==> config.mk <==
export PLATFORM = sky130hd
export DESIGN_NAME = contador_vl_multimodo
export DESIGN_NICKNAME = d
export VERILOG_FILES = /design/src/rtl/contador_vl_pkg.sv /design/src/rtl/contador_vl_next.sv /design/src/rtl/contador_vl_multimodo.sv
export SDC_FILE = /design/constraint.sdc
export NUM_CORES = 1
export LEC_CHECK = 0
export BUFFER_PORTS_ARGS = -buffer_cell sky130_fd_sc_hd__clkbuf_2
export CORE_MARGIN = 4
export CORE_UTILIZATION = 39
export CTS_BUF_LIST = sky130_fd_sc_hd__clkbuf_4
export DETAILED_ROUTE_END_ITERATION = 16
export SYNTH_ARGS = -nofsm -noshare
export SYNTH_HDL_FRONTEND = slang
export SYNTH_SLANG_ARGS = --single-unit
==> constraint.sdc <==
create_clock -name clock -period 2.1 [get_ports clock]
set_input_delay 0.105 -clock clock [delete_from_list [all_inputs] [get_ports clock]]
set_output_delay 0.105 -clock clock [all_outputs]
set_load 0.01 [all_outputs]
==> src/rtl/contador_vl_pkg.sv <==
// Shared types for the multimode up/down counter.
// Holds the counting-mode encoding and its width.
package contador_vl_pkg;

  localparam int MODE_W = 2;

  typedef enum logic [MODE_W-1:0] {
    UP_WRAP   = 2'd0,
    DOWN_WRAP = 2'd1,
    BOUNCE    = 2'd2,
    UP_SAT    = 2'd3
  } mode_t;

endpackage

==> src/rtl/contador_vl_next.sv <==
// Combinational next-state function of the counter.
// Ports: saida/dir (current state), mode, lim_min/lim_max (bounds)
//   -> saida_nx, dir_nx, tc_nx. Assumes saida is within bounds.
module contador_vl_next
  import contador_vl_pkg::*;
#(
  parameter int WIDTH = 4
) (
  input  logic [WIDTH-1:0] saida,
  input  logic             dir,
  input  mode_t            mode,
  input  logic [WIDTH-1:0] lim_min,
  input  logic [WIDTH-1:0] lim_max,
  output logic [WIDTH-1:0] saida_nx,
  output logic             dir_nx,
  output logic             tc_nx
);

  logic [WIDTH-1:0] inc;
  logic [WIDTH-1:0] dec;
  logic             at_min;
  logic             at_max;
  logic             single;
  logic             going_down;

  // inc/dec are only selected when the bound check rules out overflow
  assign inc    = saida + 1'b1;
  assign dec    = saida - 1'b1;
  assign at_min = (saida == lim_min);
  assign at_max = (saida == lim_max);
  assign single = (lim_min == lim_max);

  // bounce: already sitting on the bound we head for -> turn around
  assign going_down = dir ? !at_min : at_max;

  always_comb begin
    saida_nx = saida;
    dir_nx   = dir;
    tc_nx    = 1'b0;
    unique case (mode)
      UP_WRAP: begin
        dir_nx = 1'b0;
        if (single) begin
          tc_nx = 1'b1;
        end else if (at_max) begin
          saida_nx = lim_min;
        end else begin
          saida_nx = inc;
          tc_nx    = (inc == lim_max);
        end
      end
      DOWN_WRAP: begin
        dir_nx = 1'b1;
        if (single) begin
          tc_nx = 1'b1;
        end else if (at_min) begin
          saida_nx = lim_max;
        end else begin
          saida_nx = dec;
          tc_nx    = (dec == lim_min);
        end
      end
      BOUNCE: begin
        if (single) begin
          tc_nx = 1'b1;
        end else if (going_down) begin
          saida_nx = dec;
          tc_nx    = (dec == lim_min);
          dir_nx   = !(dec == lim_min);
        end else begin
          saida_nx = inc;
          tc_nx    = (inc == lim_max);
          dir_nx   = (inc == lim_max);
        end
      end
      UP_SAT: begin
        dir_nx = 1'b0;
        if (single) begin
          tc_nx = 1'b1;
        end else if (!at_max) begin
          saida_nx = inc;
          tc_nx    = (inc == lim_max);
        end
      end
    endcase
  end

endmodule

==> src/rtl/contador_vl_multimodo.sv <==
// Runtime-configurable multimode counter: registers, priority, clamp.
// Ports: clock, reset, en, load, load_val, mode, lim_min, lim_max
//   -> saida, dir, tc, cfg_err (all registered).
module contador_vl_multimodo
  import contador_vl_pkg::*;
#(
  parameter int              WIDTH   = 4,
  parameter logic [WIDTH-1:0] RST_VAL = '0
) (
  input  logic             clock,
  input  logic             reset,
  input  logic             en,
  input  logic             load,
  input  logic [WIDTH-1:0] load_val,
  input  mode_t            mode,
  input  logic [WIDTH-1:0] lim_min,
  input  logic [WIDTH-1:0] lim_max,
  output logic [WIDTH-1:0] saida,
  output logic             dir,
  output logic             tc,
  output logic             cfg_err
);

  logic [WIDTH-1:0] saida_nx;
  logic             dir_nx;
  logic             tc_nx;
  logic [WIDTH-1:0] clamped;
  logic             bad_cfg;
  logic             out_rng;

  assign bad_cfg = (lim_min > lim_max);
  assign out_rng = (saida < lim_min) || (saida > lim_max);

  assign clamped = (load_val < lim_min) ? lim_min :
                   (load_val > lim_max) ? lim_max : load_val;

  contador_vl_next #(
    .WIDTH(WIDTH)
  ) u_next (
    .saida   (saida),
    .dir     (dir),
    .mode    (mode),
    .lim_min (lim_min),
    .lim_max (lim_max),
    .saida_nx(saida_nx),
    .dir_nx  (dir_nx),
    .tc_nx   (tc_nx)
  );

  always_ff @(posedge clock or posedge reset) begin
    if (reset) begin
      saida   <= RST_VAL;
      dir     <= 1'b0;
      tc      <= 1'b0;
      cfg_err <= 1'b0;
    end else begin
      cfg_err <= bad_cfg;
      tc      <= 1'b0;
      if (bad_cfg) begin
        saida <= saida;
      end else if (load) begin
        saida <= clamped;
      end else if (en) begin
        if (out_rng) begin
          saida <= lim_min;
          dir   <= 1'b0;
        end else begin
          saida <= saida_nx;
          dir   <= dir_nx;
          tc    <= tc_nx;
        end
      end
    end
  end

endmodule

==> impl_metrics.csv, run 1 <==
group,metric,value,unit
clock_network,cts_tree,"yes",
clock_network,htree_levels,1,
finish,area_growth,57.9,%
global_route,grt_pass1_vias,1822,
hold_path,hold_path_class,"input port to flip-flop",
clock_network,clkLatencyLatePin,0.26,ns
floorplan,core,0.00347,sq mm
finish,num_antenna_cells,0,
floorplan,initial_core_util,42.0,%
global_route,grt.total_usage,23.0,%
timing,tightest_slew,0.333,ns
synthesis,synthTopCellsByCount,"ha_1, inv_1, a21oi_1",
timing,fmax,455,MHz
synthesis,synth_top_area_share,22.3,%
outcome,status,"complete, but fails checks",
synthesis,syn-num-nets,224,
clock_network,clock-sinks,7,
drt,wl_per_cell,18.1,um
timing,maxSlewHeadroom,77.8,%
placement,placement.io_buffers,24,
outcome,violations,"negative setup slack",
clock_network,clockBufferDepth,2,
setup_path,slowest_stage,"dfrtp_2",
synthesis,syn-mean-instance-area,8.09,sq um
synthesis,synth.cell_area,0.00146,sq mm
timing,fin_ws,-0.0961,ns
timing,period_share,105,%
clock_network,cts_root_buf,"clkbuf_4",
synthesis,yosysMostFrequentCell,"ha_1",
floorplan,die-area,0.00478,sq mm
synthesis,synth_top_flop_cell,"dfrtp_1",
setup_path,start_kind,"flip-flop",
setup_path,slowest_delay,0.46,ns
setup_path,critPathTopFamily,"compound AO/OA/AOI/OAI gates",
finish,drive_gt1_share,47.1,%
synthesis,synth_warnings,0,
drt,avgViaCountPerCell,5.76,
setup_path,path_max_fanout,8,
floorplan,die_y,69.1,um
synthesis,ys_types,49,
setup_path,path_buf_inv,0,
drt,drt-initial-drc-count,93,
global_route,grt_overflow,0,
placement,post-dp-hpwl,4.50,mm
synthesis,synthTopCellsByArea,"ha_1, dfrtp_1, xnor2_1",
clock_network,path_clk_slew,0.07,ns
setup_path,r2r_setup_slack,-0.1,ns
synthesis,ys_ff_latch,7,
floorplan,die_w,69.1,um
drt,ant_nets,0,
floorplan,io_pins,25,
timing,hold_violations,0,
run,maxCapViolations,0,
drt,firstDrtPassIters,4,
global_route,antenna_found_initial,0,
timing,clock-skew-final,0.0113,ns
finish,nets,306,
setup_path,crit_chain,"ha_4 -> and4_4 -> mux2i_4 -> a21o_1 -> a221oi_2 -> nor3_1 -> o32a_2",
global_route,grt_pass1_wl,8.89,mm
finish,final.fill_count,294,
timing,period_needed,2.20,ns
placement,gp_congestion,1.08,
synthesis,synth_edf_count,0,
drt,vias,1769,
drt,drcViolationCount,0,
timing,hold_ws,0.253,ns
global_route,grt_max_degree,11,
finish,fin_cells,307,
power,leakage,1.09,nW
timing,rsz0062_at_grt,"true",
synthesis,yosysSeqAreaShare,12.0,%
timing,finalSetupViolations,4,
power,p_per_area,892,mW/mm^2
synthesis,async_flop_share,100,%
setup_path,timing_worst_setup_path_type,"flip-flop to flip-flop",
synthesis,synth_top_area_cell,"ha_1",
setup_path,critical_path_arrival,2.33,ns
clock_network,cts_made_buffers,3,
setup_path,end_kind,"flip-flop",
synthesis,syn_inst,180,
timing,final-max-slew-violation-count,0,
floorplan,fp-row-count,21,
power,vdd_ir_drop_max,331,uV
placement,dp.cells,293,
drt,drt_wl_total,5.56,mm
setup_path,cp_data_required_time,2.24,ns
## layout make-up
| type | instances | area, sq um | share of cell area, % |
|---|---|---|---|
| multi-input cells | 152 | 1400 | 61.0 |
| repair buffers | 82 | 569 | 24.8 |
| flip-flops and latches | 7 | 180 | 7.83 |
| inverters | 16 | 60.1 | 2.61 |
| well taps | 46 | 57.6 | 2.50 |
| clock buffers | 4 | 30.0 | 1.31 |
## through the flow
stage | total power, mW | worst slack, ns | utilization (%) | TNS (ns) | cell area [sq um]
5_1_grt | 2.18 | -0.144 | 66.3 | -0.629 | 2300
4_1_cts | 1.92 | -0.0513 | 64.3 | -0.109 | 2230
6_report | 2.05 | -0.0961 | 66.3 | -0.181 | 2300
3_3_place_gp | 1.53 | -0.216 | 58.5 | -0.554 | 2030
2_1_floorplan | 0.987 | 0.0152 | - | 0 | 1520
3_5_place_dp | 1.56 | -0.231 | 58.5 | -0.623 | 2030
## routing by layer
| layer | wire length [um] | GRT usage, % | vias to the layer above | share of wire [%] |
|---|---|---|---|---|
| met5 | 0 | 0 | - | 0 |
| met3 | 426 | 4.51 | 16 | 7.7 |
| met1 | 2430 | 30.5 | 819 | 44 |
| met2 | 2560 | 37.6 | 84 | 46 |
| met4 | 143 | 6.29 | 0 | 2.6 |
| li1 | - | - | 850 | - |
## sequential cells by signal (all words and copies together) (netlist names)
register  count
tc            1
dir           1
cfg_err       1
saida         4
## power by group
group          switching, mW  internal, mW  total (mW)
registers             0.0574         0.176       0.233
clock network         0.0582        0.0858       0.144
logic                  0.794         0.880        1.67
## path summary, 6_finish.rpt
| path | endpoint | cells after the start | from |
|---|---|---|---|
| hold reg to reg | saida[0]$_DFFE_PP0P_ | 3 | saida[0]$_DFFE_PP0P_ |
| max in group asynchronous | saida[1]$_DFFE_PP0P_ | 3 | reset |
| min in group asynchronous | saida[2]$_DFFE_PP0P_ | 3 | reset |
| hold / removal | tc$_DFF_PP0_ | 3 | en |
| setup / recovery | saida[2]$_DFFE_PP0P_ | 7 | saida[3]$_DFFE_PP0P_ |
| setup reg to reg | saida[2]$_DFFE_PP0P_ | 7 | saida[3]$_DFFE_PP0P_ |
## cell families after synthesis
group / share of synthesized area, %
xor+xnor: 6.53
flops: 12.0
compound gates: 27.8
fa+ha+maj: 22.3
mux: 4.90
buf+inv: 5.50
simple gates: 20.9
## cell usage in the layout, fill, tap and decap left out, types with 3 or more instances in the layout
cell type and n:
clkbuf_4 4, buf_4 54, dfrtp_2 4, a21oi_1 9, o21ai_0 6, nor2b_1 7
clkbuf_2 24, nor3_1 3, nor2_1 7, a31oi_1 3, a21o_1 3, buf_6 3
nand4_1 6, ha_4 8, xnor2_1 5, nand2_1 7, ha_1 18, a221oi_2 3
inv_1 14, a211o_1 3, dfrtp_1 3, mux2i_1 5, o211ai_1 4, a211oi_1 3
## repair_timing
item	CTS	global route
hold buffers	1	0
pin swaps	16	15
setup endpoints to repair	6	6
setup buffers	6	3
resized for setup	19	10
endpoints found under the hold margin	7	0
## worst reg2reg max path: stages, from the launching register on
cell and delay (ns):
dfrtp_2 0.46, ha_4 0.30, and4_4 0.32, mux2i_4 0.10
a21o_1 0.21, a221oi_2 0.26, nor3_1 0.07, o32a_2 0.35
(Power assumes the default switching activity.)
==> inputs of run 2 (changes only) <==
--- a/config.mk
+++ b/config.mk
@@ -6,10 +6,12 @@
 export NUM_CORES = 1
 export LEC_CHECK = 0
 export BUFFER_PORTS_ARGS = -buffer_cell sky130_fd_sc_hd__clkbuf_2
+export CELL_PAD_IN_SITES_DETAIL_PLACEMENT = 1
+export CELL_PAD_IN_SITES_GLOBAL_PLACEMENT = 1
 export CORE_MARGIN = 4
-export CORE_UTILIZATION = 39
-export CTS_BUF_LIST = sky130_fd_sc_hd__clkbuf_4
+export CORE_UTILIZATION = 38
 export DETAILED_ROUTE_END_ITERATION = 16
+export PLACE_DENSITY_LB_ADDON = 0.1
 export SYNTH_ARGS = -nofsm -noshare
 export SYNTH_HDL_FRONTEND = slang
 export SYNTH_SLANG_ARGS = --single-unit
==> run 2 against run 1 <==
Compared with the run above:
- the run still ends with negative setup slack left
- largest cell class unchanged
- clock skew shrank 0.0095 ns
- non-clock buffer count down 12
- wire length grew 19%
- largest power group unchanged
- final cell count is 3.3% lower
- combinational power rose by 5%
- hold slack worse by 0.0088 ns
==> impl_metrics.csv, run 2 (synthesis gave the netlist of run 1 again) <==
group,metric,value,unit
clock_network,cts_root_buf,"clkbuf_8",
drt,wl_per_cell,22.3,um
timing,fin_ws,-0.212,ns
floorplan,core,0.00369,sq mm
drt,firstDrtPassIters,4,
finish,area_growth,57.3,%
setup_path,cp_data_required_time,2.21,ns
timing,fmax,433,MHz
timing,clock-skew-final,0.00182,ns
floorplan,die_w,69.9,um
global_route,grt_max_degree,11,
timing,finalSetupViolations,6,
power,pwr-share-comb,79.6,%
global_route,antenna_found_initial,0,
drt,avgViaCountPerCell,6.03,
outcome,status,"complete, but fails checks",
clock_network,htree_levels,1,
power,p_switching,1.04,mW
drt,drcViolationCount,0,
setup_path,critical_path_arrival,2.43,ns
finish,final_common_cell,"buf_4",
global_route,grt_pass1_vias,1996,
timing,tightest_slew,0.420,ns
setup_path,path_max_fanout,4,
finish,drive_gt1_share,47.0,%
setup_path,path_buf_inv,1,
power,sw_frac_of_total,46.7,%
setup_path,slowest_delay,0.45,ns
power,leakage,1.06,nW
finish,final_cell_mix,"buf_4, clkbuf_2, ha_1",
setup_path,end_kind,"flip-flop",
setup_path,timing_worst_setup_path_type,"flip-flop to flip-flop",
timing,hold_violations,0,
clock_network,clkLatencyLatePin,0.24,ns
clock_network,clockBufferDepth,2,
power,p_total,2.22,mW
timing,final-max-slew-violation-count,0,
finish,largest_reg_flops,4,
clock_network,cts_tree,"yes",
setup_path,crit_chain,"ha_4 -> buf_4 -> nand4_1 -> a221oi_2 -> a221oi_1 -> nor4_1 -> o311ai_2 -> a21boi_2",
clock_network,path_clk_slew,0.05,ns
hold_path,hold_path_class,"input port to flip-flop",
placement,gp_congestion,1.18,
setup_path,start_kind,"flip-flop",
floorplan,io_pins,25,
power,p_int,1.18,mW
finish,largest-register,"saida",
global_route,grt_overflow,0,
drt,drt_wl_total,6.62,mm
power,vdd_ir_drop_max,299,uV
floorplan,initial_core_util,39.5,%
floorplan,die_y,69.9,um
floorplan,die-area,0.00489,sq mm
global_route,grt.total_usage,27.2,%
drt,ant_nets,0,
timing,fin_setup_tns,-0.758,ns
drt,vias,1792,
timing,rsz0062_at_grt,"true",
clock_network,cts_made_buffers,3,
outcome,violations,"negative setup slack",
placement,place_ws,-0.276,ns
timing,period_needed,2.31,ns
drt,drt-initial-drc-count,152,
clock_network,clock-sinks,7,
setup_path,slowest_stage,"dfrtp_2",
finish,num_antenna_cells,0,
timing,maxSlewHeadroom,71.7,%
power,p_per_area,967,mW/mm^2
power,pwr-share-clk,9.3,%
finish,nets,294,
placement,post-dp-hpwl,5.15,mm
placement,placement.io_buffers,24,
power,p_seq_share,11.1,%
run,maxCapViolations,0,
setup_path,critPathTopFamily,"compound AO/OA/AOI/OAI gates",
global_route,grt_pass1_wl,10.4,mm
floorplan,fp-row-count,22,
timing,period_share,110,%
run 2: cell count changes in the layout (fill, tap and decap cells not counted), sizes merged:
cell  change
buf      -12
run 2: repair_timing:
item,CTS,global route
pin swaps,11,8
setup buffers,2,3
hold endpoints to repair,7,0
resized for setup,19,20
hold buffers,1,0
setup endpoints to repair,6,6
run 2: final timing paths:
path	from	endpoint	slack [ns]	cells after the start
max reg2reg	saida[3]$_DFFE_PP0P_	saida[1]$_DFFE_PP0P_	-0.21	8
min in group asynchronous	reset	saida[0]$_DFFE_PP0P_	0.35	3
min reg2reg	saida[2]$_DFFE_PP0P_	saida[2]$_DFFE_PP0P_	0.63	1
max	saida[3]$_DFFE_PP0P_	saida[1]$_DFFE_PP0P_	-0.21	8
max in group asynchronous	reset	saida[3]$_DFFE_PP0P_	1.49	3
min	en	tc$_DFF_PP0_	0.24	3
run 2: through the flow:
step           area [sq um]  instances  util, %  hold WS, ns
2_1_floorplan          1520        180        -      -0.0919
5_1_grt                2290        297     62.1        0.285
3_3_place_gp           1980        287     53.8       0.0395
6_report               2290        297     62.1        0.244
4_1_cts                2160        294     58.5        0.221
3_5_place_dp           1980        287     53.8       0.0458
run 2: layout make-up:
| class | instances | area, sq um |
|---|---|---|
| Timing Repair Buffer | 70 | 488 |
| Clock buffer | 4 | 45.0 |
| Inverter | 16 | 62.6 |
| Multi-Input combinational cell | 152 | 1460 |
| Tap cell | 48 | 60.1 |
| Fill cell | 444 | 1400 |
| Sequential cell | 7 | 180 |
run 2: worst reg2reg max path, stage by stage, from the launching register on:
cell and delay (ns):
dfrtp_2 0.45, ha_4 0.30, buf_4 0.12, nand4_1 0.16, a221oi_2 0.26, a221oi_1 0.14
nor4_1 0.43, o311ai_2 0.15, a21boi_2 0.19
run 2: power groups by stage:
stage	registers [mW]	logic, mW	clock network (mW)
final	0.245	1.76	0.206
after global routing	0.253	1.88	0.207
after CTS	0.239	1.52	0.200
after detailed placement	0.230	1.38	0
after global placement	0.225	1.30	0
after floorplan	0.261	0.725	0
run 2: per-layer routing:
metal  up-vias  global-route usage (%)  wire (um)
li1        827                       -          -
met5         -                       0          0
met4         0                    10.2        180
met1       880                    33.1       2640
met2        69                    48.6       3410
met3        16                    2.88        391
==> inputs of run 3 (changes only) <==
--- a/config.mk
+++ b/config.mk
@@ -9,7 +9,7 @@
 export CELL_PAD_IN_SITES_DETAIL_PLACEMENT = 1
 export CELL_PAD_IN_SITES_GLOBAL_PLACEMENT = 1
 export CORE_MARGIN = 4
-export CORE_UTILIZATION = 38
+export CORE_UTILIZATION = 42
 export DETAILED_ROUTE_END_ITERATION = 16
 export PLACE_DENSITY_LB_ADDON = 0.1
 export SYNTH_ARGS = -nofsm -noshare
==> constraint.sdc (replaced) <==
create_clock -name clock -period 2.3 [get_ports clock]
set_input_delay 0.115 -clock clock [delete_from_list [all_inputs] [get_ports clock]]
set_output_delay 0.115 -clock clock [all_outputs]
set_load 0.01 [all_outputs]
==> run 3 against run 2 <==
Compared with the run above:
- the flow still finishes with violations (negative setup slack)
- wire length increased by 4.0%
- register-to-register slack gained 0.11 ns
- design area decreased by 9.8%
- sequential share of layout area is 0.74 points higher
- global-route usage increased by 2.2 points
- largest power group unchanged
- sequential power down 9.4%
- power is 18% lower
- worst setup slack better by 0.11 ns
- final cell count shrank 5.7%
- clock power is 37% lower
==> impl_metrics.csv, run 3 (synthesis gave the netlist of run 1 again) <==
group,metric,value,unit
timing,fmax,416,MHz
drt,drt-initial-drc-count,131,
placement,placement.io_buffers,24,
setup_path,path_max_fanout,4,
placement,placed_area,0.00178,sq mm
floorplan,die_y,66.9,um
timing,period_needed,2.40,ns
drt,firstDrtPassIters,4,
timing,period_share,104,%
clock_network,cts_tree,"yes",
floorplan,die_w,66.9,um
hold_path,hold_path_class,"input port to flip-flop",
timing,tightest_slew,0.483,ns
outcome,status,"complete, but fails checks",
power,leakage,0.965,nW
setup_path,ff2ff_path_depth,8,
timing,finalSetupViolations,5,
global_route,antenna_found_initial,0,
clock_network,clkLatencyLatePin,0.28,ns
setup_path,critical_path_arrival,2.57,ns
power,vdd_ir_drop_max,458,uV
setup_path,critPathLaunch,"saida[1]$_DFFE_PP0P_",
global_route,use_met3,3.88,%
drt,vias,1805,
clock_network,clockBufferDepth,2,
clock_network,htree_levels,1,
clock_network,path_clk_slew,0.06,ns
timing,hold_ws,0.236,ns
power,p_per_area,883,mW/mm^2
floorplan,initial_core_util,43.6,%
placement,post-dp-hpwl,4.70,mm
hold_path,hp-start,"en",
clock_network,clock-sinks,7,
hold_path,hold_depth,3,
timing,rsz0062_at_grt,"true",
drt,drcViolationCount,0,
global_route,busiest_layer,"met2",
setup_path,timing_worst_setup_path_type,"flip-flop to flip-flop",
placement,place_ws,-0.120,ns
finish,largest-register,"saida",
timing,final-max-slew-violation-count,0,
finish,drive_gt1_share,37.2,%
drt,drt_wl_total,6.89,mm
global_route,grt_max_degree,11,
setup_path,r2r_setup_slack,-0.10,ns
setup_path,regToRegEndpoint,"saida[3]$_DFFE_PP0P_",
global_route,grt_util_met1,36.1,%
timing,maxSlewHeadroom,67.6,%
finish,num_antenna_cells,0,
clock_network,cts_made_buffers,3,
placement,gp_congestion,0.913,
setup_path,cp_data_required_time,2.47,ns
run,maxCapViolations,0,
floorplan,fp-row-count,21,
drt,avgViaCountPerCell,6.45,
global_route,grt.total_usage,29.3,%
setup_path,crit_path_end,"saida[3]$_DFFE_PP0P_",
clock_network,cts_root_buf,"clkbuf_4",
drt,wl_per_cell,24.6,um
finish,design_area,0.00207,sq mm
global_route,grt_overflow,0,
setup_path,end_kind,"flip-flop",
global_route,met2_usage,51.4,%
finish,final_cell_mix,"buf_4, clkbuf_2, ha_1",
timing,fin_ws,-0.103,ns
floorplan,io_pins,25,
drt,ant_nets,0,
timing,clock-skew-final,0.00360,ns
finish,final_common_cell,"buf_4",
finish,area_growth,41.8,%
timing,fin_setup_tns,-0.278,ns
setup_path,start_kind,"flip-flop",
global_route,grt_pass1_wl,9.74,mm
outcome,violations,"negative setup slack",
global_route,grt_pass1_vias,1881,
timing,hold_violations,0,
setup_path,r2r-start,"saida[1]$_DFFE_PP0P_",
finish,nets,279,
finish,largest_reg_flops,4,
floorplan,die-area,0.00447,sq mm
floorplan,core,0.00334,sq mm
[run 3: what timing repair did]
| item | CTS | global route |
|---|---|---|
| buffers inserted | 1 | 8 |
| endpoints found under the setup margin | 6 | 6 |
| gates resized for setup | 15 | 16 |
| endpoints found under the hold margin | 7 | 0 |
| pin swaps | 6 | 9 |
| hold buffers | 1 | 0 |
[run 3: per-stage QoR]
stage,cells,utilization (%),power (mW)
2_1_floorplan,180,-,0.852
3_3_place_gp,266,53.4,1.25
3_5_place_dp,266,53.4,1.32
4_1_cts,272,57.1,1.54
6_report,280,61.9,1.82
5_1_grt,280,61.9,1.92
[run 3: how the worst min path moves through the flow]
| stage | end |
|---|---|
| final | tc$_DFF_PP0_ |
| after global routing | tc$_DFF_PP0_ |
| after global placement | cfg_err$_DFF_PP0_ |
| after floorplan | cfg_err$_DFF_PP0_ |
| after CTS | tc$_DFF_PP0_ |
| after detailed placement | dir$_DFFE_PP0P_ |
[run 3: worst max-delay path: stages, from the launching register on]
cell and delay (ns):
dfrtp_2 0.47, ha_4 0.30, buf_6 0.09, nor2b_4 0.12, o211ai_1 0.15, a21o_1 0.27, a311oi_4 0.45, o211ai_1 0.17
o31a_1 0.26
[run 3: routing by layer]
layer  wire length [um]  vias to the layer above
met2               3350                       72
li1                   -                      796
met1               2910                      912
met3                359                       25
met4                270                        0
met5                  0                        -
[run 3: area by class of cell]
type	instances	area, sq um
inverter	16	60.1
sequential	7	178
fill	413	1270
tap	46	57.6
clock buffer	4	26.3
multi-input combinational	152	1390
timing repair buffer	55	359
[run 3: power by group]
part	total, mW	leakage (nW)	switching (mW)	internal, mW
registers	0.222	0.0837	0.0635	0.158
clock network	0.129	0.0150	0.0623	0.0672
logic	1.47	0.866	0.789	0.684
total	1.82	0.965	0.915	0.909
